[src/rtl/program_memory_pkg.sv]
// Shared sizing constants and loader/run state encoding for the program memory
// and the CPU that fetches from it.
package program_memory_pkg;

    localparam int ADDR_W = 4;
    localparam int DATA_W = 8;
    localparam int DEPTH  = 16;

    typedef enum logic [1:0] {
        IDLE,
        LOAD,
        RELEASE,
        RUN
    } state_e;

endpackage

[src/rtl/program_memory_ram_array.sv]
// DEPTH x DATA_W register file: one synchronous write port, one combinational read port.
// Async active-low clear zeroes every word.
module ram_array #(
    parameter int ADDR_W = 4,
    parameter int DATA_W = 8,
    parameter int DEPTH  = 16
) (
    input  logic              clk_i,
    input  logic              rst_n_i,
    input  logic              we_i,
    input  logic [ADDR_W-1:0] waddr_i,
    input  logic [DATA_W-1:0] wdata_i,
    input  logic [ADDR_W-1:0] raddr_i,
    output logic [DATA_W-1:0] rdata_o
);

    logic [DATA_W-1:0] mem_q [DEPTH];

    always_ff @(posedge clk_i or negedge rst_n_i) begin
        if (!rst_n_i) begin
            for (int i = 0; i < DEPTH; i++) begin
                mem_q[i] <= '0;
            end
        end else if (we_i) begin
            mem_q[waddr_i] <= wdata_i;
        end
    end

    assign rdata_o = mem_q[raddr_i];

endmodule

[src/rtl/program_memory.sv]
// Unified CPU program/data memory with a byte-stream loader that fills it while
// the CPU is held in clear; the CPU is released one cycle after the final byte.
module program_memory #(
    parameter int ADDR_W = program_memory_pkg::ADDR_W,
    parameter int DATA_W = program_memory_pkg::DATA_W,
    parameter int DEPTH  = program_memory_pkg::DEPTH
) (
    input  logic              clk,
    input  logic              clr,
    input  logic              read,
    input  logic              write,
    input  logic [ADDR_W-1:0] address,
    input  logic [DATA_W-1:0] memoryIn,
    output logic [DATA_W-1:0] memoryOut,
    input  logic              ld_start,
    input  logic              ld_valid,
    input  logic [DATA_W-1:0] ld_data,
    input  logic              ld_last,
    output logic              ld_ready,
    output logic              cpu_clr,
    output logic              load_done
);

    import program_memory_pkg::*;

    localparam logic [ADDR_W-1:0] LAST_ADDR = ADDR_W'(DEPTH - 1);

    state_e            state_q;
    logic [ADDR_W-1:0] ptr_q;
    logic              ld_ready_q;
    logic              cpu_clr_q;
    logic              load_done_q;

    logic              we_d;
    logic [ADDR_W-1:0] waddr_d;
    logic [DATA_W-1:0] wdata_d;
    logic [DATA_W-1:0] rdata;

    // ld_ready_q is high exactly in LOAD, so it doubles as the loader accept qualifier.
    always_ff @(posedge clk or negedge clr) begin
        if (!clr) begin
            state_q     <= IDLE;
            ptr_q       <= '0;
            ld_ready_q  <= 1'b0;
            cpu_clr_q   <= 1'b1;
            load_done_q <= 1'b0;
        end else begin
            case (state_q)
                IDLE: begin
                    if (ld_start) begin
                        state_q    <= LOAD;
                        ptr_q      <= '0;
                        ld_ready_q <= 1'b1;
                    end
                end
                LOAD: begin
                    if (ld_valid) begin
                        if (ld_last || ptr_q == LAST_ADDR) begin
                            state_q    <= RELEASE;
                            ld_ready_q <= 1'b0;
                        end else begin
                            ptr_q <= ptr_q + 1'b1;
                        end
                    end
                end
                RELEASE: begin
                    state_q     <= RUN;
                    cpu_clr_q   <= 1'b0;
                    load_done_q <= 1'b1;
                end
                RUN: begin
                    if (ld_start) begin
                        state_q     <= LOAD;
                        ptr_q       <= '0;
                        ld_ready_q  <= 1'b1;
                        cpu_clr_q   <= 1'b1;
                        load_done_q <= 1'b0;
                    end
                end
                default: begin
                    state_q     <= IDLE;
                    ld_ready_q  <= 1'b0;
                    cpu_clr_q   <= 1'b1;
                    load_done_q <= 1'b0;
                end
            endcase
        end
    end

    always_comb begin
        we_d    = 1'b0;
        waddr_d = address;
        wdata_d = memoryIn;
        if (ld_ready_q) begin
            we_d    = ld_valid;
            waddr_d = ptr_q;
            wdata_d = ld_data;
        end else if (load_done_q) begin
            we_d = write;
        end
    end

    ram_array #(
        .ADDR_W(ADDR_W),
        .DATA_W(DATA_W),
        .DEPTH (DEPTH)
    ) u_ram (
        .clk_i  (clk),
        .rst_n_i(clr),
        .we_i   (we_d),
        .waddr_i(waddr_d),
        .wdata_i(wdata_d),
        .raddr_i(address),
        .rdata_o(rdata)
    );

    // Read data is the pre-edge array contents, so a same-cycle write shows up next cycle.
    assign memoryOut = (load_done_q && read) ? rdata : '0;
    assign ld_ready  = ld_ready_q;
    assign cpu_clr   = cpu_clr_q;
    assign load_done = load_done_q;

endmodule

[config.mk]
export PLATFORM = sky130hd
export DESIGN_NAME = program_memory
export DESIGN_NICKNAME = d
export VERILOG_FILES = /design/src/rtl/program_memory_pkg.sv /design/src/rtl/program_memory_ram_array.sv /design/src/rtl/program_memory.sv
export SDC_FILE = /design/constraint.sdc
export NUM_CORES = 1
export LEC_CHECK = 0
export ABC_CLOCK_PERIOD_IN_PS = 5300
export CAP_MARGIN = 25
export CORE_MARGIN = 4
export CORE_UTILIZATION = 31
export DETAILED_ROUTE_END_ITERATION = 7
export DONT_BUFFER_PORTS = 1
export PLACE_DENSITY = 0.55
export SYNTH_ARGS = -nofsm -noshare
export SYNTH_HDL_FRONTEND = slang
export SYNTH_SLANG_ARGS = --single-unit
[constraint.sdc]
create_clock -name clk -period 5.3 [get_ports clk]
set_input_delay 0.53 -clock clk [delete_from_list [all_inputs] [get_ports clk]]
set_output_delay 0.53 -clock clk [all_outputs]
set_load 0.01 [all_outputs]
# After elaboration in Yosys (flattened, before gate mapping)
# Cells that the tools add are included.
op_classes:
  n_addsub: 1
  magnitude_cmp: 3
  n_eq_ne: 9
  mux: 26
  bitwise: 2
  reduce_logical: 11
ops:
  columns: ["operator", "count"]
  rows:
  - ["bitwise mux 128 bit", 1]
  - ["two-way mux 8 bit", 5]
  - ["binary-select mux 8 bit (select 4 bit)", 1]
  - ["demux 8 bit (select 4 bit)", 1]
  - ["two-way mux 4 bit", 4]
  - [">= comparator 5 bit (second input constant)", 2]
  - ["inverter 4 -> 5 bit", 2]
  - ["inequality test 2 bit (second input constant)", 4]
  - ["case mux 4 bit (2 select lines)", 1]
  - ["AND reduction 4 bit", 2]
  - ["two-way mux 1 bit", 6]
  - ["two-way mux 2 bit", 3]
  - ["case mux 1 bit (2 select lines)", 3]
  - ["case mux 2 bit (3 select lines)", 1]
  - ["less-than comparator 5 x 1 -> 1 bit (second input constant)", 1]
  - ["adder 4 x 1 -> 4 bit (second input constant)", 1]
  - ["== test 2 bit (second input constant)", 2]
  - ["== test 4 bit (second input constant)", 1]
  - ["nonzero test 2 bit", 2]
  - ["AND reduction 3 bit", 1]
  - ["== test 2 x 1 -> 1 bit (second input constant)", 1]
  - ["logical AND 1 bit", 2]
  - ["logical NOT 2 bit", 1]
  - ["inequality test 2 x 1 -> 1 bit (second input constant)", 1]
  - ["other kinds (3)", 3]
totals:
  reg_bits: 137
  input_bits: 27
  out_inout_bits: 11
  wordCells: 73

# Depth between registers and ports, before layout
depth:
  ltp_word: 7
  ltp_mapped: 7
  depth_no_buf: 6

# By module
# From an unflattened synthesis, not the netlist that was laid out.
unflattened:
  cells_unflattened: 453
  hier_area_um2: 6717.7
by_module_without_submodules:
  columns: ["mod", "n_inst", "cells_per_inst", "area_per_inst_um2", "seq_area_each_um2"]
  rows:
  - ["ram_array", 1, 365, 5915.7, 3203.1]
  - ["program_memory", 1, 88, 802.0, 226.5]

# Worst setup path after synthesis
# OpenSTA, ideal clock, no wires.
synth_path:
  path_kind: "input to output"
  start: "in address[0]"
  end: "out memoryOut[1]"
  arrival_time_ps: 1831
  required_time_ps: 4770
  slack_ps: 2939
  stages: 5
  path_buffers: 3
  cell_sequence: "buf_6 -> buf_12 -> buf_6 -> mux4_2 -> a221o_1"
synth_between:
  elab_chain_len: 5
synth_lines:
  columns: ["element", "line", "text"]
  rows:
  - ["from (decl)", "program_memory.sv:12", "input logic [ADDR_W-1:0] address,"]
  - ["inverter 4 -> 5 bit (not written as such)", "program_memory_ram_array.sv:29", "assign rdata_o = mem_q[raddr_i];"]
  - ["binary-select mux 8 bit (select 4 bit)", "program_memory_ram_array.sv:29", null]
  - ["two-way mux 8 bit (not written as such) (2 in series)", "program_memory_ram_array.sv:29", null]
  - ["two-way mux 8 bit", "program_memory.sv:118", "assign memoryOut = (load_done_q && read) ? rdata : '0;"]
  - ["to (decl)", "program_memory.sv:14", "output logic [DATA_W-1:0] memoryOut,"]
# No other way between the ends. The select of a mux whose other input is x is not followed.

# Worst setup path in the final report
layout_path:
  start: "reg load_done_q, in the netlist load_done"
  end: "out memoryOut[7]"
layout_between:
  elab_chain_len: 2
layout_lines:
  columns: ["element", "line", "text"]
  rows:
  - ["from (decl)", "program_memory.sv:32", "logic load_done_q;"]
  - ["from (signal assigned)", "program_memory.sv:46", "load_done_q <= 1'b0;"]
  - ["from (signal assigned)", "program_memory.sv:69", "load_done_q <= 1'b1;"]
  - ["from (signal assigned)", "program_memory.sv:77", "load_done_q <= 1'b0;"]
  - ["logical AND 1 bit", "program_memory.sv:118", null]
  - ["two-way mux 8 bit", "program_memory.sv:118", null]
# No other way between the ends.

==> run summary <==
The fraction of post-synthesis cell area in the top cell type by area is 49.8%. The post-layout instance count excluding filler cells came out at 752. The overall overflow remaining after global route came out at 0.

The detailed placement HPWL is 10300 um. The number of antenna violations at the first check in global routing was 0. The leading area contributor after synthesis is dfrtp_1.

Post-CTS timing repair inserted 0 buffers for setup. The net count reported at finish is 490. The wire length of the first global-routing pass is 24800 um.

The largest fanout on the critical path is 11. The netlist uses 52 different library cells. The most instantiated flip-flop cell in the synthesis netlist is dfrtp_1. The max-slew violation count was 0. The number of nets with antenna violations after detailed routing is 0. After synthesis, the cell types taking the most area are dfrtp_1 50%, mux2_2 19%, mux4_2 6.3%, mux2_4 3.5%, mux2i_1 3.1%. The first detailed-routing pass ran for 6 iterations.

The max-capacitance violation count is 0. Summed over all layers, the routed wires come to 15700 um. Routability-driven placement finished with a final weighted congestion of 0.817. The number of antenna repair diodes came out at 0.

On the critical path, the stage with the largest delay is an instance of nor2_1. The floorplan step defined a core boundary enclosing 21800 sq um. The normalized max-slew margin is 33.3%. The number of placement rows is 54.

The share of synthesized flip-flops with an asynchronous set or reset is 100%. Synthesis produced a netlist whose cell count is 468. In this design, the largest share of critical-path delay is due to simple AND/OR/NAND/NOR gates. The type of destination of the critical path is an output port. The cell area power density is 508 nW/um^2. The path class of the tightest hold or removal check is input pin to asynchronous set/reset pin.

After detailed routing, the number of vias per cell comes to 5.23. Clock tree synthesis selected as its root buffer the cell clkbuf_16. The vias after detailed routing is 3930. The buffering stage count on the worst path with inverters included is 0. The floorplan step defined a die boundary enclosing 24500 sq um. The hold violation count in the final report came out at 0.

The worst IR drop on VDD came out at 273 uV. The horizontal die dimension came out at 156 um. The number of warning messages in the yosys log came out at 0. The number of flops mapped to enable cells by yosys came out at 0. The I/O pin total came out at 38. Setup repair after global routing left no endpoint under its margin. Timing would allow up to 351 MHz. Setup violations remaining at the end of the flow were counted as 0. In this run, placement finished with an instance count of 718. After the first detailed-routing iteration, the DRC count stood at 257. The minimum period implied by the final worst setup slack came out at 2.85 ns. The worst setup path is launched from a flop.

The via count of the first global-routing pass is 4136. The worst reg2reg path startpoint is ld_ready$_DFFE_PN0P_. When the netlist entered floorplanning its net count stood at 499.

The clock skew came out at 0.00459 ns. The vertical die dimension came out at 156 um. The mean instance size in the synthesized netlist came out at 14.6 sq um. The insertion delay of the later-clocked pin in the worst-skew pair is 0.42 ns. From synthesis to final layout, the design area changed by 11.9%. The number of clock buffers inserted by TritonCTS is 17. The setup slack of the worst register-to-register path is 2.45 ns. The largest single stage delay on the critical path is 0.67 ns.

Clock tree synthesis found a total of 137 sinks. Dividing the detail-routed wire length by the instance count gives 20.8 um. The critical path is of the flop to output port type. After detailed routing, the number of remaining DRC violations is 0. Global routing used 13.4% of the available tracks. The post-route netlist has 42.8% of its cells at a drive strength greater than 1. The slew at the pin with the worst max-slew slack came out at 1.00 ns. The maximum number of pins on one net before global-route repair came out at 138. The effective utilization at floorplan came out at 31.4%.

The signal on the critical path passes through nand2_1 -> nor2_1 -> a22oi_1 -> o211ai_1. The number of levels the H-tree was split into is 4. TritonCTS built the clock tree. The number of storage elements in the synthesis netlist came out at 137. The number of buffers inserted for hold repair after clock tree synthesis came out at 1. Counting cells, the worst reg-to-reg path comes to 4. The buffer levels on the longest clock path came out at 2. The count of instances resized after the clock tree is built is 0. The total standard cell area after synthesis came out at 6830 sq um. The run finished with clean final reports. The register area share after synthesis is 50.2%. For this run, the share of the core covered by cells in the final layout is 35.1%. During placement, the flow inserted port buffers numbering 0. Data on the critical path arrives at its endpoint at 2.32 ns. The worst register-to-register path ends at u_ram.mem_q[98]$_DFFE_PN0P_. The fraction of the cycle the final worst path needs came out at 53.8%. Data on the critical path is required at its endpoint by 4.77 ns.

The clock-pin slew on the worst setup and hold paths came out at 0.06 ns. Setup total negative slack on the finished layout was measured at 0 ns. Summed over all cells, the static leakage comes to 0.00350 uW.
per-stage QoR:
| step | total power [uW] | hold slack, ns | cell area, sq um | worst slack (ns) |
|---|---|---|---|---|
| floorplan | 2420 | 0.234 | 6830 | 2.94 |
| global placement | 2570 | 0.238 | 6990 | 2.43 |
| detailed placement | 2640 | 0.239 | 6990 | 2.38 |
| CTS | 3930 | 0.132 | 7630 | 2.36 |
| global route | 4100 | 0.115 | 7640 | 2.29 |
| finish | 3880 | 0.0708 | 7640 | 2.45 |
layout by cell type, fill, tap and decap left out, types with 5 or more instances in the layout:
master,count
inv_1,7
mux2_2,113
mux2i_1,21
and3_1,9
nand2b_1,5
dfrtp_1,136
o21ai_0,9
nor2_2,6
nand2_1,6
mux4_2,19
a22oi_1,9
mux2_1,9
a221o_1,7
mux2_4,16
clkbuf_16,17
a22o_1,5
per-layer routing:
layer	share of wire, %	up-vias	GRT usage, %	wire, um
li1	-	1741	-	-
met1	46	2067	18.1	7210
met2	47	109	20.4	7330
met3	6.3	13	4.76	990
met4	0.82	0	3.64	128
met5	0	-	0	0
cell families after synthesis:
group,after synthesis,synth area share (%)
flops,137,50.2
simple gates,53,4.98
mux,182,34.5
compound gates,53,6.21
buf+inv,39,3.33
fa+ha+maj,4,0.733
cell type report:
cell class,instances,area [sq um]
flip-flops and latches,137,3430
multi-input cells,292,3170
well taps,280,350
inverters,9,33.8
repair buffers,2,35.0
clock buffers,20,447
fillers,2072,14100
clock inverters,12,174
synth_stat cells (2+ instances only):
cell type	number
a21o_1	2
a21oi_1	4
a221o_1	7
a22o_1	5
a22oi_1	9
a31oi_1	2
a32o_1	2
and3_1	9
and4_1	2
buf_2	4
buf_4	4
buf_6	6
clkbuf_1	15
dfrtp_1	136
ha_1	4
inv_1	7
inv_2	2
mux2_1	9
mux2_2	113
mux2_4	16
mux2i_1	21
mux4_1	4
mux4_2	19
nand2_1	6
nand2b_1	5
nand3_1	4
nor2_1	4
nor2_2	6
nor2_4	3
nor2b_1	4
nor3_1	2
o21ai_0	9
o21ai_2	3
o2bb2ai_1	2
power breakdown:
part,total (uW),leakage (uW),internal (uW),switching [uW]
sequential,1650,0.00181,1420,234
combinational,987,0.00139,567,420
clock,1240,0.000304,798,445
total,3880,0.00350,2780,1100
worst reg2reg max path, cell delays in order, from the launching register on:
cell and delay (ns):
dfrtp_1 1.00, inv_2 0.16, o31ai_2 0.44, nor2b_1 0.71, mux2_2 0.41
registers in the layout, indices dropped and copies added, names as in the netlist:
signal	cells
u_ram.mem_q	128
ptr_q	4
state_q	2
cpu_clr	1
ld_ready	1
load_done	1
worst max path at each step:
stage,from,endpoint,slack (ns),cells past startpoint
4_1_cts,ld_ready$_DFFE_PN0P_,u_ram.mem_q[28]$_DFFE_PN0P_,2.36,4
3_5_place_dp,ld_ready$_DFFE_PN0P_,u_ram.mem_q[28]$_DFFE_PN0P_,2.38,4
6_report,load_done$_DFFE_PN0P_,memoryOut[7],2.45,4
5_1_grt,ld_ready$_DFFE_PN0P_,u_ram.mem_q[97]$_DFFE_PN0P_,2.29,4
3_3_place_gp,ld_ready$_DFFE_PN0P_,u_ram.mem_q[31]$_DFFE_PN0P_,2.43,4
2_1_floorplan,address[0],memoryOut[1],2.94,5
(Power assumes the default switching activity.)
